===== src/rtl/de_pkg.sv =====
// Shared types and constants for the RC4 decrypt message path.
//   MSG_BYTES   : length of the encrypted message in bytes
//   MSG_ADDR_W  : ROM address width covering MSG_BYTES
//   byte_t      : one message byte
//   msg_array_t : packed view of a whole message
//   rd_state_t  : sequencing states of the message reader
package de_pkg;

  localparam int MSG_BYTES  = 32;
  localparam int MSG_ADDR_W = 5;

  typedef logic [7:0] byte_t;
  typedef byte_t [MSG_BYTES-1:0] msg_array_t;

  typedef enum logic [2:0] {
    IDLE    = 3'd0,
    ISSUE   = 3'd1,
    WAIT    = 3'd2,
    CAPTURE = 3'd3,
    DONE    = 3'd4
  } rd_state_t;

endpackage


===== src/rtl/de_data_reader_if.sv =====
// Bundle between the message reader, the encrypted-message ROM and the
// top-level sequencer / decrypt core.
//   start       : sequencer requests a block read
//   busy, done  : reader status
//   rom_address : reader -> ROM read address
//   rom_q       : ROM -> reader read data
//   data_out    : captured message bytes
// slave  : the reader's view; master : the surrounding system's view.
interface de_data_reader_if
  import de_pkg::*;
#(
  parameter int DEPTH  = MSG_BYTES,
  parameter int ADDR_W = MSG_ADDR_W
) ();

  logic              start;
  logic              busy;
  logic              done;
  logic [ADDR_W-1:0] rom_address;
  logic [7:0]        rom_q;
  byte_t             data_out [DEPTH];

  modport slave (
    input  start,
    input  rom_q,
    output busy,
    output done,
    output rom_address,
    output data_out
  );

  modport master (
    output start,
    output rom_q,
    input  busy,
    input  done,
    input  rom_address,
    input  data_out
  );

endinterface


===== src/rtl/de_data_reader.sv =====
// Reads DEPTH bytes from an external synchronous ROM (addresses 0..DEPTH-1)
// and presents them as a byte array to the decrypt datapath.
//   clk   : clock, rising edge
//   reset : synchronous, active-high
//   bus   : de_data_reader_if.slave
//           start (in), rom_q (in), rom_address (out), data_out (out),
//           busy (out), done (out)
// Each byte takes READ_LATENCY+1 cycles: ISSUE, READ_LATENCY-1 WAIT cycles,
// then CAPTURE. rom_address is the registered byte index and stays stable
// across the whole per-byte window.
module de_data_reader
  import de_pkg::*;
#(
  parameter int DEPTH        = MSG_BYTES,
  parameter int ADDR_W       = MSG_ADDR_W,
  parameter int READ_LATENCY = 2
) (
  input logic               clk,
  input logic               reset,
  de_data_reader_if.slave   bus
);

  localparam logic [ADDR_W-1:0] LAST_IDX  = ADDR_W'(DEPTH - 1);
  localparam logic [1:0]        WAIT_LOAD = 2'(READ_LATENCY - 1);

  rd_state_t         r_state;
  logic [ADDR_W-1:0] r_idx;
  logic [1:0]        r_wait_cnt;
  logic              r_busy;
  logic              r_done;
  byte_t             r_data [DEPTH];

  always_ff @(posedge clk) begin
    if (reset) begin
      r_state    <= IDLE;
      r_idx      <= '0;
      r_wait_cnt <= '0;
      r_busy     <= 1'b0;
      r_done     <= 1'b0;
      for (int unsigned i = 0; i < DEPTH; i++) begin
        r_data[i] <= '0;
      end
    end else begin
      unique case (r_state)
        IDLE: begin
          if (bus.start) begin
            r_state <= ISSUE;
            r_idx   <= '0;
            r_busy  <= 1'b1;
          end
        end

        ISSUE: begin
          // With single-cycle ROM latency there is no wait phase at all.
          if (READ_LATENCY == 1) begin
            r_state <= CAPTURE;
          end else begin
            r_state    <= WAIT;
            r_wait_cnt <= WAIT_LOAD;
          end
        end

        WAIT: begin
          if (r_wait_cnt <= 2'd1) begin
            r_state <= CAPTURE;
          end else begin
            r_wait_cnt <= r_wait_cnt - 2'd1;
          end
        end

        CAPTURE: begin
          r_data[r_idx] <= bus.rom_q;
          // Last-byte test precedes the increment so the index never wraps.
          if (r_idx == LAST_IDX) begin
            r_state <= DONE;
            r_done  <= 1'b1;
            r_busy  <= 1'b0;
          end else begin
            r_idx   <= r_idx + 1'b1;
            r_state <= ISSUE;
          end
        end

        DONE: begin
          // Restart keeps the old array; each byte is overwritten on capture.
          if (bus.start) begin
            r_state <= ISSUE;
            r_idx   <= '0;
            r_done  <= 1'b0;
            r_busy  <= 1'b1;
          end
        end

        default: begin
          r_state <= IDLE;
          r_idx   <= '0;
          r_busy  <= 1'b0;
          r_done  <= 1'b0;
        end
      endcase
    end
  end

  assign bus.rom_address = r_idx;
  assign bus.busy        = r_busy;
  assign bus.done        = r_done;
  assign bus.data_out    = r_data;

endmodule


===== src/flat_wrapper.sv =====
// flat-port wrapper written by rule: the top's interface ports become plain ports
module de_data_reader_flat import de_pkg::*;
#(
  parameter int DEPTH        = MSG_BYTES,
  parameter int ADDR_W       = MSG_ADDR_W,
  parameter int READ_LATENCY = 2
)
  (clk, reset, bus_start, bus_rom_q, bus_busy, bus_done, bus_rom_address, bus_data_out);
  de_data_reader_if #(.DEPTH(DEPTH), .ADDR_W(ADDR_W)) bus_i ();
  input logic clk;
  input logic reset;
  input wire logic [$bits(bus_i.start)-1:0] bus_start;
  input wire logic [$bits(bus_i.rom_q)-1:0] bus_rom_q;
  output wire logic [$bits(bus_i.busy)-1:0] bus_busy;
  output wire logic [$bits(bus_i.done)-1:0] bus_done;
  output wire logic [$bits(bus_i.rom_address)-1:0] bus_rom_address;
  output wire logic [$bits(bus_i.data_out)-1:0] bus_data_out;
  assign bus_i.start = bus_start;
  assign bus_i.rom_q = bus_rom_q;
  assign bus_busy = bus_i.busy;
  assign bus_done = bus_i.done;
  assign bus_rom_address = bus_i.rom_address;
  assign bus_data_out = {>>{bus_i.data_out}};
  de_data_reader #(.DEPTH(DEPTH), .ADDR_W(ADDR_W), .READ_LATENCY(READ_LATENCY)) u_core (.clk(clk), .reset(reset), .bus(bus_i));
endmodule

===== config.mk =====
export PLATFORM = sky130hd
export DESIGN_NAME = de_data_reader_flat
export DESIGN_NICKNAME = d
export VERILOG_FILES = /design/src/rtl/de_pkg.sv /design/src/rtl/de_data_reader_if.sv /design/src/rtl/de_data_reader.sv /design/src/flat_wrapper.sv
export SDC_FILE = /design/constraint.sdc
export NUM_CORES = 1
export LEC_CHECK = 0
export BUFFER_PORTS_ARGS = -buffer_cell sky130_fd_sc_hd__buf_2
export CORE_ASPECT_RATIO = 0.75
export CORE_UTILIZATION = 35
export DETAILED_ROUTE_END_ITERATION = 10
export PLACE_DENSITY = 0.69
export SLEW_MARGIN = 40
export SYNTH_ARGS = -nofsm -noshare
export SYNTH_HDL_FRONTEND = slang
export SYNTH_SLANG_ARGS = --single-unit

===== constraint.sdc =====
create_clock -name clk -period 2.65 [get_ports clk]
set_clock_uncertainty 0.15 [all_clocks]
set_input_delay 0 -clock clk [delete_from_list [all_inputs] [get_ports clk]]
set_output_delay 0 -clock clk [all_outputs]
set_load 0.005 [all_outputs]

==> results of run 1 <==
==> cells in the mapped netlist (all sizes together), types with 4 or more instances <==
cell type	n	share of area (%)
clkbuf	58	2.1
buf	15	0.78
mux2i	258	24
nand3	5	0.23
a21oi	5	0.23
and4b	4	0.38
and3b	4	0.33
nand2b	268	16
nor3b	4	0.54
ha	6	0.70
nand2	34	1.9
nor3	4	0.23
dfxtp	268	50
nand3b	5	0.35
inv	5	0.18
==> registers in the layout, indices dropped and copies added, names as in the netlist <==
signal                  flops
u_core.bus.done             1
u_core.r_state              3
u_core.bus.data_out       256
u_core.bus.busy             1
u_core.r_wait_cnt           2
u_core.bus.rom_address      5
==> logic make-up (layout without fill, tap and decap cells) <==
group / Yosys count / count (layout) / share of synthesized area (%)
muxes: 258 / 258 / 24.2
DFF: 268 / 268 / 50.4
buffers and inverters: 78 / 351 / 3.01
AOI/OAI and AO/OA: 16 / 16 / 0.904
and+or+nand+nor: 344 / 344 / 20.7
xor gates and xnor gates: 1 / 1 / 0.0822
adders and majority gates: 6 / 6 / 0.705
other: 0 / 1 / 0
==> how the worst min path moves through the flow <==
stage          cells after the start                            to       from
2_1_floorplan                      3  u_core.bus.done$_SDFFE_PP0P_  bus_start
3_3_place_gp                       4  u_core.bus.done$_SDFFE_PP0P_  bus_start
3_5_place_dp                       4  u_core.bus.done$_SDFFE_PP0P_  bus_start
4_1_cts                            5  u_core.bus.done$_SDFFE_PP0P_  bus_start
5_1_grt                            5  u_core.bus.done$_SDFFE_PP0P_  bus_start
6_report                           5  u_core.bus.done$_SDFFE_PP0P_  bus_start
==> routing by layer <==
metal | up-vias | part of all wire, % | GRT usage (%)
met2 | 229 | 44 | 30.9
li1 | 3742 | - | -
met5 | - | 0 | 0
met3 | 37 | 7.2 | 5.50
met1 | 3787 | 47 | 26.8
met4 | 0 | 1.9 | 4.48
==> worst reg2reg max path, cell delays in order, from the launching register on <==
cell	delay [ps]
dfxtp_1	740
and3_1	260
ha_1	320
nand3b_1	240
nand3_1	180
mux2i_1	160
==> metrics by stage <==
stage	util, %	std cells	setup slack (ps)	power (mW)
6_report	45.4	1637	490	8.42
5_1_grt	45.4	1636	346	8.70
4_1_cts	45.4	1636	502	8.51
3_5_place_dp	42.0	1580	530	4.50
3_3_place_gp	42.0	1580	389	4.49
2_1_floorplan	-	971	794	4.37
==> area by class of cell <==
type / count / area [sq um] / area share (%)
clock buffer: 37 / 753 / 5.62
antenna: 1 / 2.50 / 0.0187
inverter: 5 / 18.8 / 0.140
clock inverter: 9 / 163 / 1.21
multi-input combinational: 625 / 4990 / 37.2
tap: 392 / 490 / 3.66
sequential: 268 / 5370 / 40.0
timing repair buffer: 300 / 1630 / 12.1
==> repair_timing <==
item                       4_1_cts  5_1_grt
resized for setup                0        0
hold endpoints to repair       189        0
setup endpoints to repair        0        0
hold buffers                    10        0
==> power breakdown <==
| part | switching, mW | total [mW] | internal (mW) |
|---|---|---|---|
| Clock | 1.62 | 4.00 | 2.37 |
| Sequential | 0.0149 | 4.06 | 4.04 |
| Combinational | 0.217 | 0.363 | 0.146 |
==> reports/metrics.csv, run 1 <==
stage,metric,value,unit
synthesis,synthArstFlopShare,0,%
die,die_x,203,um
detailed_routing,ant_nets,0,
layout,nNetsFinal,1244,
synthesis,synth-seq-area-share,50.4,%
global_routing,grt_first_pass_wirelength,47800,um
clock_tree,clock_latency,570,ps
clock_tree,cts_tree,done,
global_routing,grt_pass1_vias,7820,
detailed_routing,drt_pre_antenna_iters,4,
critical_path,slowest_stage,dfxtp_1,
layout,most-common-layout-cells,"buf_2, dfxtp_1, nand2b_1",
placed_design,gp_congestion,0.788,
timing,slew_viol_final,0,
critical_path,worstPathCellList,and3_1 > ha_1 > nand3b_1 > nand3_1 > mux2i_1,
timing,holdWs,173,ps
critical_path,worstReg2RegStart,u_core.bus.rom_address[2]$_SDFFE_PP0P_,
synthesis,netlist_area,0.0107,sq mm
detailed_routing,totalWireLength,30900,um
critical_path,critPathMaxStageDelay,740,ps
run_status,status,"finished, final reports clean",
critical_path,timing.critical_path.required,2960,ps
timing,max_freq,463,MHz
die,num_rows,54,
die,num_io_pins,274,
synthesis,synth_edf_count,0,
power,peakVddDrop,0.445,mV
layout,area_delta_synth_final,25.8,%
critical_path,path_delay_family,flip-flops,
layout,final_common_cell,buf_2,
timing,slew_headroom,50.0,%
layout,layout-drive-gt1-share,30.2,%
timing,tightest_slew,749,ps
layout,fin_area,0.0134,sq mm
layout,n_fill_cell,2798,
clock_tree,clock_sinks,268,
timing,finalSetupViolCount,0,
critical_path,ff2ff_setup_slack,490,ps
critical_path,critical_path_peak_fanout,14,
detailed_routing,avgViaCountPerCell,4.76,
clock_tree,ctsHtreeMaxLevel,1,
critical_path,cp-endpoint,u_core.bus.rom_address[1]$_SDFFE_PP0P_,
detailed_routing,dr.first_iter.drc_count,358,
synthesis,ys_types,37,
critical_path,arrival,2470,ps
global_routing,grt_max_degree,199,
critical_path,cp_num_cells,5,
timing,rsz0062_at_grt,no,
clock_tree,path_clk_slew,70,ps
critical_path,r2r-end,u_core.bus.rom_address[1]$_SDFFE_PP0P_,
synthesis,synthCells,971,
synthesis,syn-num-nets,988,
hold_path,min_path_type,input port to flip-flop,
critical_path,critPathKind,flip-flop to flip-flop,
global_routing,grt_usage,19.7,%
critical_path,end_kind,flip-flop,
synthesis,synth_top_flop_cell,dfxtp_1,
die,die-area,0.0312,sq mm
placed_design,detailed_place_hpwl,20100,um
job,drv_cap,0,
detailed_routing,drt-wirelength-per-cell,18.9,um
placed_design,portBuffers,273,
global_routing,gr-total-overflow,0,
clock_tree,clockBufferDepth,3,
detailed_routing,drc,0,
global_routing,antenna_found_initial,0,
die,fp.dieH,153,um
synthesis,ys_ff_latch,268,
clock_tree,root_buffer,clkbuf_16,
critical_path,worst-r2r-cell-count,5,
timing,fin_tns_setup,0,ps
clock_tree,cts_setup_buffers,0,
die,core,0.0295,sq mm
critical_path,critPathBufInv,0,
detailed_routing,num_vias,7795,
die,initial_core_util,36.1,%
synthesis,yosys_warnings,0,
power,power.density,628,mW/mm^2
critical_path,cp-start-kind,flip-flop,
critical_path,critPathLaunch,u_core.bus.rom_address[2]$_SDFFE_PP0P_,
placed_design,place_area,0.0124,sq mm
power,leakage,7.33,nW
clock_tree,numCtsBuffers,27,
synthesis,syn_avg_cell_area,11.0,sq um
timing,finalCriticalPeriod,2160,ps
timing,fin_crit_sh,81.5,%
timing,hold_viol,0,
Power figures use the tool's default switching activity.
==> run 2, diff against run 1 <==
--- a/config.mk
+++ b/config.mk
@@ -5,11 +5,12 @@
 export SDC_FILE = /design/constraint.sdc
 export NUM_CORES = 1
 export LEC_CHECK = 0
+export ABC_AREA = 1
 export BUFFER_PORTS_ARGS = -buffer_cell sky130_fd_sc_hd__buf_2
 export CORE_ASPECT_RATIO = 0.75
 export CORE_UTILIZATION = 35
 export DETAILED_ROUTE_END_ITERATION = 10
-export PLACE_DENSITY = 0.69
+export PLACE_DENSITY = 0.71
 export SLEW_MARGIN = 40
 export SYNTH_ARGS = -nofsm -noshare
 export SYNTH_HDL_FRONTEND = slang
==> constraint.sdc (replaced) <==
create_clock -name clk -period 1.83 [get_ports clk]
set_clock_uncertainty 0.15 [all_clocks]
set_input_delay 0 -clock clk [delete_from_list [all_inputs] [get_ports clk]]
set_output_delay 0 -clock clk [all_outputs]
set_load 0.005 [all_outputs]
==> run 2 against run 1 <==
Net effect: clock power is 43% higher; highest routed layer unchanged; sequential cell count stayed put; critical path type unchanged; utilization is 2.0 points higher; hold slack better by 80 ps; non-clock buffer count is 36 higher; maximum frequency is 25% higher; register-to-register slack worse by 390 ps; sequential share of layout area is 0.30 points higher; cell count is 18% higher; global-route usage is 3.1 points higher.
==> reports/metrics.csv, run 2 <==
stage,metric,value,unit,change
run_status,status,"finished, final reports clean",,
synthesis,synth_area_leader_cell,dfxtp_1,,
clock_tree,path_clk_slew,70,ps,about the same
die,core,0.0281,sq mm,-4.8%
power,power_switching,3.01,mW,+62%
die,die-area,0.0294,sq mm,-5.7%
layout,area_delta_synth_final,32.8,%,
die,initial_core_util,35.7,%,-0.37 points
synthesis,synth_top_flop_cell,dfxtp_1,,
synthesis,synthCells,1268,,+31%
synthesis,yosysMostFrequentCell,dfxtp_1,,
detailed_routing,drt-wirelength-per-cell,18.3,um,-3.2%
power,leakage,5.34,nW,-27%
synthesis,syn_avg_cell_area,7.92,sq um,-28%
power,pwr-share-clk,45.7,%,-1.8 points
synthesis,syn-num-nets,1285,,+30%
timing,rsz0062_at_grt,yes,,
clock_tree,clockBufferDepth,3,,unchanged
critical_path,critPathMaxStageDelay,360,ps,-380 ps
timing,finalSetupViolCount,0,,unchanged
critical_path,slowest_stage,dfxtp_1,,
critical_path,worst-r2r-cell-count,6,,+1
clock_tree,root_buffer,clkbuf_16,,
die,num_rows,53,,-1.9%
layout,nNetsFinal,1542,,+24%
placed_design,dpl_worst_slack,13.1,ps,-517 ps
layout,antenna-diode-count,0,,-1
clock_tree,clock_sinks,268,,unchanged
critical_path,critPathKind,flip-flop to flip-flop,,
layout,fin_util,47.4,%,+2.0 points
placed_design,gp_congestion,0.860,,+9.1%
layout,layout-drive-gt1-share,27.7,%,-2.5 points
timing,fin_crit_sh,94.8,%,+13 points
synthesis,synth_commonest_cells,"dfxtp_1, a21oi_1, nand2_1",,
timing,tightest_slew,669,ps,-80.3 ps
detailed_routing,avgViaCountPerCell,5.27,,+11%
detailed_routing,dr.first_iter.drc_count,758,,+110%
detailed_routing,drt_pre_antenna_iters,5,,+1
power,peakVddDrop,0.599,mV,+35%
global_routing,gr-total-overflow,0,,unchanged
placed_design,place_area,0.0121,sq mm,-2.2%
critical_path,path_delay_family,simple AND/OR/NAND/NOR gates,,
critical_path,critPathBufInv,2,,+2
placed_design,dp.cells,1866,,+18%
synthesis,synth-seq-area-share,53.4,%,+3.1 points
timing,finalCriticalPeriod,1730,ps,-426 ps
synthesis,synth_edf_count,0,,unchanged
detailed_routing,drc,0,,unchanged
job,drv_cap,0,,unchanged
layout,largest_reg_flops,256,,unchanged
timing,postLayoutSetupSlackWorst,95.2,ps,-394 ps
detailed_routing,ant_nets,0,,unchanged
critical_path,crit_top_cell,nand2_1,,
timing,max_freq,576,MHz,+25%
placed_design,portBuffers,273,,unchanged
global_routing,grt_pass1_vias,9033,,+16%
timing,holdWs,254,ps,+80.2 ps
layout,final_cells,1928,,+18%
placed_design,detailed_place_hpwl,22000,um,+9.8%
layout,n_fill_cell,2769,,-1.0%
detailed_routing,num_vias,10200,,+30%
clock_tree,numCtsBuffers,27,,unchanged
critical_path,critical_path_peak_fanout,29,,+15
synthesis,ys_ff_latch,268,,unchanged
critical_path,worstPathCellList,buf_4 > nor3_4 > buf_12 > nand2_1 > nand2_1 > a21oi_1,,
global_routing,grt_max_degree,130,,-35%
power,p_sw_share,24.0,%,+2.0 points
critical_path,arrival,1990,ps,-480 ps
synthesis,synth_top_area_share,53.4,%,+3.1 points
global_routing,antenna_found_initial,0,,unchanged
global_routing,grt_first_pass_wirelength,52500,um,+9.9%
critical_path,timing.critical_path.required,2090,ps,-870 ps
synthesis,synthArstFlopShare,0,%,unchanged
power,p_int,9.51,mW,+45%
timing,slew_headroom,55.4,%,+5.4 points
power,p_total,12.5,mW,+49%
hold_path,hold_path_startpoint,bus_start,,
clock_tree,ctsHtreeMaxLevel,1,,unchanged
synthesis,ys_types,23,,-38%
layout,most-common-layout-cells,"buf_2, dfxtp_1, a21oi_1",,
hold_path,hold_depth,5,,unchanged
critical_path,worstReg2RegStart,u_core.bus.rom_address[3]$_SDFFE_PP0P_,,
timing,slew_viol_final,0,,unchanged
die,fp.dieH,149,um,-2.9%
synthesis,yosys_warnings,0,,unchanged
clock_tree,clock_latency,540,ps,-30 ps
layout,final_common_cell,buf_2,,
critical_path,cp-start-kind,flip-flop,,
critical_path,ff2ff_setup_slack,100,ps,-390 ps
die,die_x,198,um,-2.9%
power,p_comb_share,7.0,%,+2.7 points
hold_path,min_to,u_core.bus.done$_SDFFE_PP0P_,,
timing,fin_tns_setup,0,ps,unchanged
detailed_routing,totalWireLength,35300,um,+14%
global_routing,grt_usage,22.8,%,+3.1 points
synthesis,ys_top_cells_by_area,"dfxtp_1, a21oi_1, nand3_1",,
power,p_seq_share,47.3,%,-0.9 points
critical_path,end_kind,flip-flop,,
die,num_io_pins,274,,unchanged
hold_path,min_path_type,input port to flip-flop,,
critical_path,r2r-end,u_core.bus.data_out[197]$_SDFFE_PP0P_,,
synthesis,netlist_area,0.0100,sq mm,-5.7%
clock_tree,cts_tree,done,,
power,power.density,938,mW/mm^2,+49%
timing,hold_viol,0,,unchanged
layout,fin_area,0.0133,sq mm,-0.54%
run 2: worst max path at each step:
stage                                                 from                                     end  slack, ps  depth (start not counted)
floorplan           u_core.bus.rom_address[0]$_SDFFE_PP0P_  u_core.bus.rom_address[3]$_SDFFE_PP0P_        170                          9
global placement    u_core.bus.rom_address[4]$_SDFFE_PP0P_    u_core.bus.data_out[77]$_SDFFE_PP0P_         40                          7
detailed placement          u_core.r_state[2]$_SDFFE_PP0P_   u_core.bus.data_out[183]$_SDFFE_PP0P_         10                          7
CTS                         u_core.r_state[2]$_SDFFE_PP0P_   u_core.bus.data_out[109]$_SDFFE_PP0P_          5                          7
global route                u_core.r_state[2]$_SDFFE_PP0P_   u_core.bus.data_out[186]$_SDFFE_PP0P_          6                          7
finish              u_core.bus.rom_address[3]$_SDFFE_PP0P_   u_core.bus.data_out[197]$_SDFFE_PP0P_        100                          6
run 2: metal layers:
| metal | GRT usage [%] | share of wire [%] | vias to the layer above |
|---|---|---|---|
| li1 | - | - | 4818 |
| met1 | 32.3 | 44 | 4820 |
| met2 | 35.0 | 45 | 475 |
| met3 | 5.08 | 8.8 | 48 |
| met4 | 5.54 | 1.6 | 0 |
| met5 | 0 | 0 | - |
run 2: what timing repair did:
action	CTS	global route
setup buffers	0	3
endpoints found under the setup margin	18	259
pin swaps	0	9
hold buffers	10	0
resized for setup	7	46
hold endpoints to repair	267	0
gates cloned	0	2
run 2: area by class of cell:
cell class,instances,area (sq um),share of cell area (%)
repair buffers,336,2220,16.7
clock inverters,8,98.8,0.741
multi-input cells,873,4260,32.0
clock buffers,39,821,6.15
inverters,19,73.8,0.554
well taps,385,482,3.61
flip-flops and latches,268,5380,40.3
run 2: cells by family (layout without fill, tap and decap cells):
kind of cell               count (synthesis)  count (layout)  synth area share (%)
DFF                                      268             268                  53.4
AOI/OAI and AO/OA                        315             315                  15.7
buffers and inverters                    127             402                  5.36
and+or+nand+nor                          552             552                  24.7
adders and majority gates                  6               6                 0.747
run 2: worst reg2reg max path, stage by stage (launching register included):
cell	delay, ps
dfxtp_1	360
buf_4	190
nor3_4	280
buf_12	230
nand2_1	230
nand2_1	110
a21oi_1	60
run 2: power groups by stage:
stage / combinational [mW] / clock, mW / sequential [mW]
floorplan: 0.462 / 0 / 6.04
global placement: 0.824 / 0 / 6.04
detailed placement: 0.831 / 0 / 6.04
CTS: 0.853 / 5.82 / 5.91
global route: 0.941 / 6.04 / 5.92
finish: 0.881 / 5.72 / 5.92
==> run 3, diff against run 2 <==
--- a/config.mk
+++ b/config.mk
@@ -6,7 +6,7 @@
 export NUM_CORES = 1
 export LEC_CHECK = 0
 export ABC_AREA = 1
-export BUFFER_PORTS_ARGS = -buffer_cell sky130_fd_sc_hd__buf_2
+export BUFFER_PORTS_ARGS = -buffer_cell sky130_fd_sc_hd__buf_4
 export CORE_ASPECT_RATIO = 0.75
 export CORE_UTILIZATION = 35
 export DETAILED_ROUTE_END_ITERATION = 10
==> run 3 against run 2 <==
Net effect: critical path depth increased by 1; via count decreased by 0.65%; largest cell class unchanged; critical endpoint is now u_core.bus.data_out[146]$_SDFFE_PP0P_; sequential power about the same; highest routed layer unchanged; non-clock buffer count decreased by 3.
==> reports/metrics.csv, run 3 (synthesis gave the netlist of run 2 again) <==
stage,metric,value,unit,change
layout,largest_reg_flops,256,,unchanged
detailed_routing,dr.first_iter.drc_count,723,,-4.6%
detailed_routing,drc,0,,unchanged
timing,finalSetupViolCount,0,,unchanged
critical_path,r2r-end,u_core.bus.data_out[146]$_SDFFE_PP0P_,,
placed_design,detailed_place_hpwl,21600,um,-2.0%
layout,antenna-diode-count,0,,unchanged
placed_design,dpl_worst_slack,9.99,ps,-3.14 ps
job,drv_cap,0,,unchanged
timing,holdWs,251,ps,-2.81 ps
layout,n_fill_cell,2698,,-2.6%
global_routing,gr-total-overflow,0,,unchanged
critical_path,end_kind,flip-flop,,
critical_path,crit_top_cell,nand2_1,,
detailed_routing,totalWireLength,35800,um,+1.4%
layout,fin_area,0.0139,sq mm,+4.3%
die,die-area,0.0294,sq mm,unchanged
placed_design,gp_congestion,0.848,,-1.4%
clock_tree,clockBufferDepth,3,,unchanged
layout,final_common_cell,buf_4,,
clock_tree,clock_sinks,268,,unchanged
clock_tree,numCtsBuffers,27,,unchanged
critical_path,path_delay_family,simple AND/OR/NAND/NOR gates,,
timing,slew_viol_final,0,,unchanged
power,power.density,905,mW/mm^2,-3.6%
global_routing,grt_max_degree,127,,-2.3%
global_routing,grt_first_pass_wirelength,53000,um,+0.85%
critical_path,cp-start-kind,flip-flop,,
clock_tree,root_buffer,clkbuf_16,,
detailed_routing,drt-wirelength-per-cell,18.6,um,+1.5%
layout,area_delta_synth_final,38.5,%,
detailed_routing,avgViaCountPerCell,5.24,,-0.55%
global_routing,antenna_found_initial,0,,unchanged
layout,most-common-layout-cells,"buf_4, a21oi_1, dfxtp_1",,
critical_path,worstReg2RegStart,u_core.r_state[2]$_SDFFE_PP0P_,,
die,fp.dieH,149,um,unchanged
critical_path,worst-r2r-cell-count,7,,+1
power,leakage,5.25,nW,-1.7%
clock_tree,ctsHtreeMaxLevel,1,,unchanged
critical_path,critPathMaxStageDelay,340,ps,-20 ps
placed_design,place_area,0.0126,sq mm,+4.2%
critical_path,cp_num_cells,7,,+1
timing,hold_viol,0,,unchanged
timing,finalCriticalPeriod,1720,ps,-10.4 ps
die,num_io_pins,274,,unchanged
hold_path,min_path_type,input port to flip-flop,,
critical_path,timing.critical_path.required,2060,ps,-30 ps
critical_path,worstPathCellList,inv_2 > nand3_4 > nor2_4 > buf_12 > nand2_1 > nand2_1 > a21oi_1,,
clock_tree,clock_latency,540,ps,about the same
timing,postLayoutSetupSlackWorst,106,ps,+10.4 ps
critical_path,critPathLaunch,u_core.r_state[2]$_SDFFE_PP0P_,,
critical_path,slowest_stage,dfxtp_1,,
critical_path,ff2ff_setup_slack,110,ps,about the same
timing,max_freq,580,MHz,+0.60%
timing,fin_crit_sh,94.2,%,-0.57 points
die,num_rows,53,,unchanged
die,initial_core_util,35.7,%,unchanged
detailed_routing,ant_nets,0,,unchanged
detailed_routing,num_vias,10100,,-0.65%
layout,nNetsFinal,1539,,-0.19%
timing,tightest_slew,654,ps,-15.4 ps
power,p_total,12.6,mW,+0.61%
critical_path,arrival,1960,ps,-30 ps
global_routing,grt_usage,22.7,%,-0.062 points
layout,layout-drive-gt1-share,27.3,%,-0.48 points
critical_path,critPathBufInv,2,,unchanged
detailed_routing,drt_pre_antenna_iters,5,,unchanged
die,core,0.0281,sq mm,unchanged
critical_path,critical_path_peak_fanout,27,,-6.9%
clock_tree,cts_tree,done,,
power,peakVddDrop,0.630,mV,+5.2%
critical_path,cp-endpoint,u_core.bus.data_out[146]$_SDFFE_PP0P_,,
timing,slew_headroom,56.4,%,+1.0 points
global_routing,grt_pass1_vias,9241,,+2.3%
placed_design,portBuffers,273,,unchanged
clock_tree,path_clk_slew,60,ps,about the same
die,die_x,198,um,unchanged
run_status,status,"finished, final reports clean",,
critical_path,critPathKind,flip-flop to flip-flop,,
-- run 3: changes by cell type in the layout (fill, tap and decap cells not counted), sizes merged --
| cell | change |
|---|---|
| clkbuf | +1 |
| clkinv | -1 |
| buf | -5 |
| inv | +1 |
| bufinv | +2 |
-- run 3: final cells by class --
cell class              count  area [sq um]  area share [%]
repair buffers            333          2800            20.1
flip-flops and latches    268          5380            38.7
clock buffers              38           767            5.51
inverters                  19          73.8           0.531
well taps                 385           482            3.46
clock inverters            10           165            1.19
multi-input cells         873          4240            30.5
-- run 3: worst min-delay path by stage --
stage / cells after the start / slack (ps) / to / start
global route: 3 / 250 / u_core.bus.data_out[100]$_SDFFE_PP0P_ / reset
floorplan: 2 / 10 / u_core.bus.data_out[135]$_SDFFE_PP0P_ / bus_rom_q[7]
detailed placement: 2 / 70 / u_core.bus.data_out[100]$_SDFFE_PP0P_ / reset
global placement: 2 / 60 / u_core.bus.data_out[100]$_SDFFE_PP0P_ / reset
finish: 5 / 250 / u_core.bus.done$_SDFFE_PP0P_ / bus_start
CTS: 5 / 230 / u_core.bus.done$_SDFFE_PP0P_ / bus_start
-- run 3: repair_timing --
| item | CTS | global route |
|---|---|---|
| hold endpoints to repair | 268 | 0 |
| pin swaps | 0 | 7 |
| buffers inserted | 0 | 6 |
| endpoints found under the setup margin | 4 | 245 |
| gates resized for setup | 1 | 42 |
| hold buffers | 10 | 0 |
| gates cloned | 0 | 4 |
-- run 3: stage by stage --
stage	util, %	cells	TNS [ps]
floorplan	-	1268	0
global placement	44.9	1858	0
detailed placement	44.9	1858	0
CTS	48.6	1916	-26.4
global route	49.5	1926	-13.3
finish	49.5	1926	0
-- run 3: power breakdown --
| group | internal (mW) | total (mW) | switching [mW] |
|---|---|---|---|
| clock network | 3.49 | 5.83 | 2.34 |
| registers | 5.88 | 5.92 | 0.0444 |
| logic | 0.236 | 0.843 | 0.607 |
| total | 9.60 | 12.6 | 2.99 |
-- run 3: routing by layer --
layer	GRT usage, %	routed length [um]	vias up
met5	0	0	-
met4	6.74	828	0
met3	4.85	2950	59
met2	35.7	16300	437
met1	31.3	15700	4783
li1	-	-	4816
-- run 3: worst register-to-register path, stage by stage, from the launching register on --
cell and delay, ps:
dfxtp_1 340, inv_2 100, nand3_4 160, nor2_4 220, buf_12 200, nand2_1 220
nand2_1 110, a21oi_1 70
